<file path="config.mk">
export PLATFORM = sky130hd
export DESIGN_NAME = mptw_mem_arbiter
export DESIGN_NICKNAME = d
export VERILOG_FILES = /design/src/rtl/mptw_mem_arbiter.sv
export SDC_FILE = /design/constraint.sdc
export NUM_CORES = 1
export LEC_CHECK = 0
export CAP_MARGIN = 10
export CELL_PAD_IN_SITES_DETAIL_PLACEMENT = 2
export CELL_PAD_IN_SITES_GLOBAL_PLACEMENT = 2
export CORE_AREA = 2 2 325 327
export DETAILED_ROUTE_END_ITERATION = 10
export DIE_AREA = 0 0 327 329
export HOLD_SLACK_MARGIN = 0.05
export PLACE_DENSITY = 0.46
export SETUP_SLACK_MARGIN = 0.1
export SLEW_MARGIN = 40
export SYNTH_ARGS = -nofsm -noshare
export SYNTH_HDL_FRONTEND = slang
export SYNTH_SLANG_ARGS = --single-unit
</file>
<file path="constraint.sdc">
create_clock -name clk_i -period 2.2 [get_ports clk_i]
set_input_delay 0.44 -clock clk_i [delete_from_list [all_inputs] [get_ports clk_i]]
set_output_delay 0.44 -clock clk_i [all_outputs]
set_load 0.02 [all_outputs]
</file>
<file path="src/rtl/mptw_mem_arbiter.sv">
// Round-robin arbiter sharing one MEM port to the D$ among the MPT walkers (load, store, IFU, PTW).
// Optional response watchdog with DRAIN state is enabled by defining MPTW_ARB_TIMEOUT_EN.
module mptw_mem_arbiter #(
  parameter int unsigned NUM_REQ        = 4,
  parameter int unsigned ADDR_WIDTH     = 64,
  parameter int unsigned DATA_WIDTH     = 64,
  parameter int unsigned TIMEOUT_CYCLES = 256
) (
  input  logic                              clk_i,
  input  logic                              rst_i,
  input  logic                              flush_i,
  input  logic [NUM_REQ-1:0]                s_mem_req,
  output logic [NUM_REQ-1:0]                s_mem_gnt,
  output logic [NUM_REQ-1:0]                s_mem_valid,
  input  logic [NUM_REQ*ADDR_WIDTH-1:0]     s_mem_addr,
  input  logic [NUM_REQ*DATA_WIDTH-1:0]     s_mem_wdata,
  input  logic [NUM_REQ-1:0]                s_mem_we,
  input  logic [NUM_REQ*DATA_WIDTH/8-1:0]   s_mem_be,
  output logic [DATA_WIDTH-1:0]             s_mem_rdata,
  output logic [NUM_REQ-1:0]                s_mem_error,
  output logic                              m_mem_req,
  input  logic                              m_mem_gnt,
  input  logic                              m_mem_valid,
  output logic [ADDR_WIDTH-1:0]             m_mem_addr,
  output logic [DATA_WIDTH-1:0]             m_mem_wdata,
  output logic                              m_mem_we,
  output logic [DATA_WIDTH/8-1:0]           m_mem_be,
  input  logic [DATA_WIDTH-1:0]             m_mem_rdata,
  input  logic                              m_mem_error,
  output logic                              busy_o,
  output logic [$clog2(NUM_REQ)-1:0]        owner_o
);

  localparam int unsigned IW  = $clog2(NUM_REQ);
  localparam int unsigned BEW = DATA_WIDTH / 8;

  typedef enum logic [1:0] {
    StIdle,
    StReq,
    StRsp
`ifdef MPTW_ARB_TIMEOUT_EN
    ,
    StDrain
`endif
  } state_e;

  state_e          state;
  logic [IW-1:0]   owner;
  logic [IW-1:0]   rr_ptr;
  logic            drop;
  logic            busy;
  logic [IW-1:0]   owner_next;
  logic            found;
  logic [IW-1:0]   winner;
  int unsigned     cand;
  logic            rsp_ok;
  logic            owner_req;

`ifdef MPTW_ARB_TIMEOUT_EN
  localparam int unsigned TW = $clog2(TIMEOUT_CYCLES + 1);
  logic [TW-1:0] timer;
  logic          timer_last;
  assign timer_last = (timer == TW'(TIMEOUT_CYCLES - 1));
`endif

  logic [ADDR_WIDTH-1:0] addr_arr  [NUM_REQ];
  logic [DATA_WIDTH-1:0] wdata_arr [NUM_REQ];
  logic [BEW-1:0]        be_arr    [NUM_REQ];

  for (genvar g = 0; g < NUM_REQ; g++) begin : g_unpack
    assign addr_arr[g]  = s_mem_addr[g*ADDR_WIDTH +: ADDR_WIDTH];
    assign wdata_arr[g] = s_mem_wdata[g*DATA_WIDTH +: DATA_WIDTH];
    assign be_arr[g]    = s_mem_be[g*BEW +: BEW];
  end

  // Explicit wrap so a non-power-of-two NUM_REQ still cycles correctly.
  assign owner_next = (owner == IW'(NUM_REQ - 1)) ? '0 : owner + IW'(1);
  assign owner_req  = s_mem_req[owner];

  // First requester at or after rr_ptr, wrapping modulo NUM_REQ.
  always_comb begin
    found  = 1'b0;
    winner = '0;
    cand   = 0;
    for (int unsigned i = 0; i < NUM_REQ; i++) begin
      cand = 32'(rr_ptr) + i;
      if (cand >= NUM_REQ) cand = cand - NUM_REQ;
      if (!found && s_mem_req[IW'(cand)]) begin
        found  = 1'b1;
        winner = IW'(cand);
      end
    end
  end

  always_ff @(posedge clk_i or posedge rst_i) begin
    if (rst_i) begin
      state  <= StIdle;
      owner  <= '0;
      rr_ptr <= '0;
      drop   <= 1'b0;
      busy   <= 1'b0;
`ifdef MPTW_ARB_TIMEOUT_EN
      timer  <= '0;
`endif
    end else begin
      case (state)
        StIdle: begin
          if (found && !flush_i) begin
            owner <= winner;
            state <= StReq;
            busy  <= 1'b1;
          end
        end
        StReq: begin
          if (owner_req && m_mem_gnt) begin
            state <= StRsp;
            drop  <= flush_i;
`ifdef MPTW_ARB_TIMEOUT_EN
            timer <= '0;
`endif
          end else if (!owner_req) begin
            // Requester withdrew before being granted.
            state  <= StIdle;
            rr_ptr <= owner_next;
            busy   <= 1'b0;
          end
        end
        StRsp: begin
          if (flush_i) drop <= 1'b1;
          if (m_mem_valid) begin
            state  <= StIdle;
            rr_ptr <= owner_next;
            drop   <= 1'b0;
            busy   <= 1'b0;
          end
`ifdef MPTW_ARB_TIMEOUT_EN
          else if (timer_last) begin
            state <= StDrain;
          end else begin
            timer <= timer + TW'(1);
          end
`endif
        end
`ifdef MPTW_ARB_TIMEOUT_EN
        StDrain: begin
          // Swallow the late response before releasing the port.
          if (m_mem_valid) begin
            state  <= StIdle;
            rr_ptr <= owner_next;
            drop   <= 1'b0;
            busy   <= 1'b0;
          end
        end
`endif
        default: begin
          state <= StIdle;
          busy  <= 1'b0;
        end
      endcase
    end
  end

  always_comb begin
    m_mem_req   = 1'b0;
    m_mem_addr  = '0;
    m_mem_wdata = '0;
    m_mem_we    = 1'b0;
    m_mem_be    = '0;
    s_mem_gnt   = '0;
    s_mem_valid = '0;
    s_mem_error = '0;
    s_mem_rdata = '0;
    rsp_ok      = 1'b0;
    case (state)
      StReq: begin
        m_mem_req        = owner_req;
        m_mem_addr       = addr_arr[owner];
        m_mem_wdata      = wdata_arr[owner];
        m_mem_we         = s_mem_we[owner];
        m_mem_be         = be_arr[owner];
        s_mem_gnt[owner] = m_mem_gnt & owner_req;
      end
      StRsp: begin
        s_mem_rdata        = m_mem_rdata;
        rsp_ok             = ~drop & ~flush_i;
        s_mem_valid[owner] = m_mem_valid & rsp_ok;
        s_mem_error[owner] = m_mem_valid & m_mem_error & rsp_ok;
`ifdef MPTW_ARB_TIMEOUT_EN
        if (!m_mem_valid && timer_last) begin
          s_mem_valid[owner] = rsp_ok;
          s_mem_error[owner] = rsp_ok;
        end
`endif
      end
      default: ;
    endcase
  end

  assign busy_o  = busy;
  assign owner_o = owner;

endmodule
</file>
======== Word-level counts from Yosys, hierarchy flattened ========
Cells that the tools add are included.
Widths: inputs -> output; s select.
word-level totals
  output and inout port bits .............. 217
  logic and storage cells ................. 125
  register bits ........................... 8
  ROM bits ................................ 0
  RAM bits ................................ 0
  memories kept ........................... 0
  latch bits .............................. 0
operators by class
  reduce and logical (&&, ||, !) cells .... 17
  $mul .................................... 0
  magnitude comparators ................... 11
  equality and inequality tests ........... 10
  bitwise logic cells ..................... 11
  $add $sub $neg .......................... 8
  divide/modulo/power cells ............... 0
  shift operators ......................... 0
  multiplexer cells ....................... 63
operators by type and width
  kind                 count
  $mux 64              7
  $bmux 64 s2          2
  $mux 2               16
  $mux 8               3
  $mux 1               20
  $bmux 8 s2           1
  $lt 2x3->1 const B   5
  $and 4x4->4          3
  $bmux 1 s2           6
  $ge 3x3->1 const B   4
  $mux 4               3
  $ne 2x2->1 const B   5
  $reduce_and 4->1     2
  $sub 2x1->2 const B  4
  $add 2x2->3 const B  2
  $logic_and 1x1->1    6
  $ne 3x3->1 const B   2
  $pmux 2 s3           1
  $reduce_and 3->1     2
  $and 1x1->1          5
  $eq 2x2->1 const B   2
  $logic_not 1->1      4
  $pmux 2 s2           1
  $add 2x1->3 const B  1
  12 further kinds     13

======== Longest topological paths before layout ========
Gate-level depths: netlist of run 1.
  word-level depth ........................ 17
  mapped depth ............................ 7
  mapped depth without buffers ............ 6

======== Least setup slack after synthesis of run 1 ========
Ideal clock, no wire load.
  kind .................................... flip-flop to output port
  from .................................... register owner[0] (netlist: owner_o[0])
  to ...................................... output m_mem_addr[0]
  setup slack ............................. 45 ps
  arrival ................................. 1,715 ps
  cell stages (with the launch flop) ...... 6
  path through ............................ dfrtp_1 -> buf_4 -> buf_6 -> buf_6 -> mux4_2 -> and2_1
between the ends
  longest elaborated chain between the ends .. 5
ends and longest elaborated chain
  item                                         line  RTL
  from (decl)                                  48    logic [IW-1:0] owner;
  from (signal assigned)                       109   owner <= winner;
  $not 2->3 (implied by the code)              177   m_mem_addr = addr_arr[owner];
  $bmux 64 s2                                  177
  $mux 64 (implied by the code) (2 in series)  177
  $mux 64                                      174   case (state)
  to (decl)                                    24    output logic [ADDR_WIDTH-1:0] m_mem_addr,
No other way between the ends. The select of a mux whose other input is x is not followed.

======== Worst setup path in the final report of run 1 ========
  from .................................... register owner[0] (netlist: owner_o[0])
  to ...................................... output m_mem_wdata[52]
between the ends
  longest elaborated chain between the ends .. 5
ends and longest elaborated chain
  item                                         line  RTL
  $not 2->3 (implied by the code)              178   m_mem_wdata = wdata_arr[owner];
  $bmux 64 s2                                  178
  $mux 64 (implied by the code) (2 in series)  178
  $mux 64                                      174
  to (decl)                                    25    output logic [DATA_WIDTH-1:0] m_mem_wdata,
No other way between the ends. The select of a mux whose other input is x is not followed.

==> reports/qor.csv, run 1 <==
metric,value,unit
outcome,"complete, but fails checks",
failed_checks,negative setup slack,
finalSetupViolations,150,
synth_compound_area_share,2.14,%
cp.required,1760,ps
final-max-slew-violation-count,0,
rsz0062_at_grt,true,
die_area,108000,um2
min_period,2550,ps
yosys_warnings,0,
ys_ff_latch,8,
synthMuxAreaShare,59.2,%
placed_cell_area,16000,um2
worst_setup_path_start_kind,flop,
stdcell_count,2812,
ir_drop,0.323,mV
start_util,5.16,%
drive_gt1_share,47.9,%
final_area,18200,um2
overflow,0,
synthFlopType,dfrtp_1,
grtUsageTotal,12.5,%
path_delay_family,buffers and inverters,
synth_area_per_cell,11.5,um2
nFillCells,11800,
synth_top_family_by_area,multiplexers,
endpoint_kind,output pin,
slew_headroom,73.8,%
ant_nets,0,
die_w,327,um
synth_xor_xnor_area_share,0,%
synth_nets,1099,
rows,119,
power,20.9,mW
arrival,2110,ps
grt_max_degree,34,
power_per_cell_area,1150,nW/um2
tightestPinTransition,392,ps
clkLatencyLatePin,230,ps
cap_violations,0,
cpMaxStageDelayCell,dfrtp_4,
root_buffer,clkbuf_16,
wl_per_cell,25.5,um
num_io_pins,839,
cp_cell_sequence,"buf_12, buf_16, buf_4, buf_8, mux4_2, and2_4, buf_4",
synth.distinct_cells,32,
nets,2050,
cts.htree.levels,1,
cts_buffers,3,
synth.yosys.seq_area_share,3.71,%
viasPerCell,3.08,
worst_slack,-345,ps
synth_top_area_share,57.7,%
power_leakage,6.97,nW
cts_sinks,8,
hpwl,63.2,mm
gp_congestion,0.897,
num_vias,8670,
yosysMostFrequentCell,and2_1,
max_freq,0.393,GHz
worstPathMaxFanout,9,
synthAdderAreaFrac,1.62,%
hold_path.class,primary input to async pin,
async_reset_ff_share,100,%
wl,71.7,mm
yosys.area_share.simple,26.7,%
clkSlewWorstSetupHoldPaths,40,ps
cts_hold_buf,0,
finalCritPeriodShare,116,%
tritoncts,done,
multi_input_area,5390,um2
core,104000,um2
grt_pass1_wl,92.8,mm
die_h,329,um
drt-initial-drc-count,245,
synth_top_cell_by_area,mux4_2,
fin_skew,3.89,ps
grt_pass1_vias,10100,
drc,0,
hold_viol_final,0,
regArea,208,um2
placedCellCount,2728,
synth_commonest_cells,"and2_1, mux4_2, clkbuf_1",
synth_edf_count,0,
area_growth,237,%
synthTopCellsByArea,"mux4_2, and2_1, dfrtp_1",
synth_cells,470,
antenna_found_initial,23,
holdWs,498,ps
syn_area,5390,um2
cts_max_path_buffers,2,
crit_buf_inv,5,
slowest_delay,510,ps
crit_top_cell,buf_4,
first_pass_iters,6,
path_class,flop to output pin,
numPortBuffers,838,
place_ws,-613,ps
-- flip-flops by register name, indices dropped and copies added (netlist names) --
register / flops
rr_ptr: 2
state: 2
drop: 1
busy_o: 1
owner_o: 2
-- power breakdown --
part	switching, mW	total (mW)	internal [mW]
combinational	8.85	20.3	11.4
sequential	0.0903	0.331	0.240
clock	0.0724	0.307	0.235
-- cells in the final DEF (no fill, tap or decap), types with 2 or more instances in the layout --
cell type / n
clkdlybuf4s50_1: 621
buf_6: 185
and2_4: 144
mux4_2: 138
buf_4: 70
and2_1: 60
buf_12: 44
buf_2: 23
dlygate4sd2_1: 18
buf_16: 15
buf_8: 15
and3_4: 8
ha_4: 6
dfrtp_1: 6
clkbuf_16: 6
clkbuf_2: 6
nor2_1: 5
inv_1: 4
nand2_1: 3
mux2_4: 3
mux2i_1: 3
nor2b_1: 3
diode_2: 2
nor3_1: 2
o32a_1: 2
a21oi_1: 2
dfrtp_4: 2
-- per-layer routing --
layer  share of wire [%]  global-route usage (%)  vias to the layer above
met5                0.15                       0                        -
met4                0.58                   0.658                       14
met3                 8.9                    3.99                       34
met2                  52                    23.0                      498
met1                  39                    14.9                     4392
li1                    -                       -                     3732
-- path summary, 6_finish.rpt --
check,cells after the start,to,slack (ps),start
max in group asynchronous,2,owner_o[1],1380,rst_i
max reg2reg,11,rr_ptr[0],-60,owner_o[1]
max,7,m_mem_wdata[52],-350,owner_o[0]
min reg2reg,1,drop,530,drop
min in group clk_i,1,drop,530,drop
min,2,busy_o,500,rst_i
-- kinds of logic after synthesis --
| group | after synthesis |
|---|---|
| AOI/OAI and AO/OA | 13 |
| adders and majority gates | 7 |
| buffers and inverters | 62 |
| DFF | 8 |
| muxes | 146 |
| and+or+nand+nor | 234 |
-- area by class of cell --
cell class | count | area share [%]
clock buffer | 3 | 0.413
antenna | 2 | 0.0275
tap | 1391 | 9.57
timing repair buffer | 1001 | 59.0
inverter | 7 | 0.186
multi-input combinational | 400 | 29.6
sequential | 8 | 1.14
-- stage by stage --
stage	TNS [ps]	util (%)
2_1_floorplan	0	-
3_3_place_gp	-48720	15.4
3_5_place_dp	-49140	15.4
4_1_cts	-40650	16.7
5_1_grt	-41620	17.4
6_report	-31900	17.4
-- repair_timing --
action                     CTS  global route
buffers inserted            52            17
gates resized for setup    771           307
setup endpoints to repair  203           219
pin swaps                   28            26
hold endpoints to repair     0             0
gates cloned                11             3
(Power assumes the default switching activity.)
==> run 2: changes to the inputs <==
--- a/config.mk
+++ b/config.mk
@@ -12,6 +12,7 @@
 export DETAILED_ROUTE_END_ITERATION = 10
 export DIE_AREA = 0 0 327 329
 export HOLD_SLACK_MARGIN = 0.05
+export MAX_ROUTING_LAYER = met4
 export PLACE_DENSITY = 0.46
 export SETUP_SLACK_MARGIN = 0.1
 export SLEW_MARGIN = 40
==> run 2 against run 1 <==
  * The flow still finishes with violations (negative setup slack)
  * Sequential share of layout area about the same
  * Critical path depth unchanged
  * Die area unchanged
  * Clock power up 5%
  * Wire length up 0.21%
  * Fmax up 0.48%
  * Sequential power up 3%
  * Power up 0.94%
  * Critical path type unchanged
==> reports/qor.csv, run 2 (synthesis results as in run 1) <==
metric,value,unit,change
outcome,"complete, but fails checks",,
failed_checks,negative setup slack,,
cpMaxStageDelayCell,dfrtp_4,,
place_ws,-601,ps,+12.7 ps
tightestPinTransition,448,ps,+55.6 ps
ant_nets,0,,unchanged
regToRegStartpoint,owner_o[1],,
rows,119,,unchanged
arrival,2090,ps,-20 ps
root_buffer,clkbuf_16,,
hold_path.class,primary input to async pin,,
finalSetupViolations,150,,unchanged
fin_skew,2.67,ps,-1.22 ps
core,104000,um2,unchanged
cts_buffers,3,,unchanged
ir_drop,0.336,mV,+3.8%
min_period,2530,ps,-12.2 ps
die_w,327,um,unchanged
overflow,0,,unchanged
cts_sinks,8,,unchanged
worst_setup_path_start_kind,flop,,
grt_max_degree,34,,unchanged
cap_violations,0,,unchanged
grtUsageTotal,13.0,%,+0.48 points
gp_congestion,0.897,,about the same
numPortBuffers,838,,unchanged
grt_pass1_vias,10100,,+0.089%
cp_cell_sequence,"buf_12, buf_16, buf_12, buf_16, mux4_2, and2_4, buf_6",,
nets,2048,,-0.098%
num_io_pins,839,,unchanged
antenna_found_initial,20,,-13%
nFillCells,11800,,+0.31%
tritoncts,done,,
power_leakage,6.90,nW,-1.0%
drt-initial-drc-count,268,,+9.4%
clkLatencyLatePin,240,ps,about the same
final-max-slew-violation-count,0,,unchanged
drc,0,,unchanged
cts_max_path_buffers,2,,unchanged
num_vias,8762,,+1.1%
die_h,329,um,unchanged
hpwl,63.4,mm,+0.23%
rsz0062_at_grt,true,,
start_util,5.16,%,unchanged
final_common_cell,clkdlybuf4s50_1,,
cts.htree.levels,1,,unchanged
crit_buf_inv,5,,unchanged
finalSetupTns,-34730,ps,-2830 ps
clkSlewWorstSetupHoldPaths,40,ps,about the same
final_core_util,17.4,%,-0.060 points
worstPathMaxFanout,6,,-3
slew_headroom,70.0,%,-3.8 points
path_class,flop to output pin,,
layout_common_cells,"clkdlybuf4s50_1, buf_6, and2_4, mux4_2, buf_4",,
slowest_delay,480,ps,-30 ps
area_growth,236,%,
die_area,108000,um2,unchanged
power_per_cell_area,1170,nW/um2,+1.3%
finalCritPeriodShare,115,%,-0.55 points
wl,71.8,mm,+0.21%
worst_slack,-333,ps,+12.2 ps
cp.required,1760,ps,about the same
max_freq,0.395,GHz,+0.48%
grt_pass1_wl,93.0,mm,+0.19%
hold_viol_final,0,,unchanged
first_pass_iters,5,,-1
drive_gt1_share,47.3,%,-0.53 points
startpoint,owner_o[0],,
holdWs,473,ps,-24.8 ps
path_delay_family,buffers and inverters,,
wl_per_cell,25.5,um,about the same
endpoint_kind,output pin,,
viasPerCell,3.11,,+0.81%
## run 2: cell count changes in the layout (fill, tap and decap cells not counted), moves of 6 or more
cell / change
dlygate4sd2_1: -7
buf_4: +32
buf_8: +6
buf_2: -21
clkdlybuf4s15_1: +8
buf_6: -15
buf_12: -7
diode_2: +8
## run 2: repair_timing
action | CTS | global route
hold buffers | 0 | 0
gates resized for setup | 911 | 155
buffers inserted | 47 | 25
cloned | 12 | 1
setup endpoints to repair | 212 | 182
endpoints found under the hold margin | 0 | 0
pin swaps | 71 | 25
## run 2: path summary, 6_finish.rpt
kind                       slack, ps               to  depth (start not counted)
hold / removal                   470           busy_o                          2
setup / recovery                -330  m_mem_wdata[19]                          7
min in group clk_i               500             drop                          1
hold reg to reg                  500             drop                          1
max in group asynchronous       1430       owner_o[1]                          2
setup reg to reg                  50         state[0]                          8
## run 2: cell type report
class | count | area [um2] | share of cell area (%)
Antenna cell | 10 | 25.0 | 0.138
Clock buffer | 4 | 78.8 | 0.435
Inverter | 7 | 33.8 | 0.186
Multi-Input combinational cell | 400 | 5400 | 29.8
Sequential cell | 8 | 208 | 1.15
Tap cell | 1391 | 1740 | 9.61
Timing Repair Buffer | 999 | 10600 | 58.7
## run 2: per-layer routing
| layer | share of wire (%) | track usage (%) |
|---|---|---|
| met1 | 39 | 15.2 |
| met2 | 51 | 23.1 |
| met3 | 8.2 | 3.49 |
| met4 | 0.86 | 1.16 |
| met5 | 0 | - |
## run 2: report_power, final
group / switching (mW) / leakage [nW] / internal, mW
logic: 8.89 / 6.77 / 11.6
clock network: 0.0796 / 0.0382 / 0.242
registers: 0.102 / 0.0951 / 0.241
total: 9.07 / 6.90 / 12.0
## run 2: per-stage QoR
step                      instance area (um2)  power [mW]  instances
final                                   18100        21.1       2819
after global placement                  16000        16.2       2724
after global routing                    18100        22.4       2816
after detailed placement                16000        16.3       2724
after floorplan                          5390        8.08        470
after CTS                               17700        20.7       2786
==> run 3: changes to the inputs <==
--- a/config.mk
+++ b/config.mk
@@ -9,6 +9,7 @@
 export CELL_PAD_IN_SITES_DETAIL_PLACEMENT = 2
 export CELL_PAD_IN_SITES_GLOBAL_PLACEMENT = 2
 export CORE_AREA = 2 2 325 327
+export CTS_CLUSTER_DIAMETER = 30
 export DETAILED_ROUTE_END_ITERATION = 10
 export DIE_AREA = 0 0 327 329
 export HOLD_SLACK_MARGIN = 0.05
==> results of run 3 <==
Same layout as run 2: the final DEF is identical, and so are final timing and power.
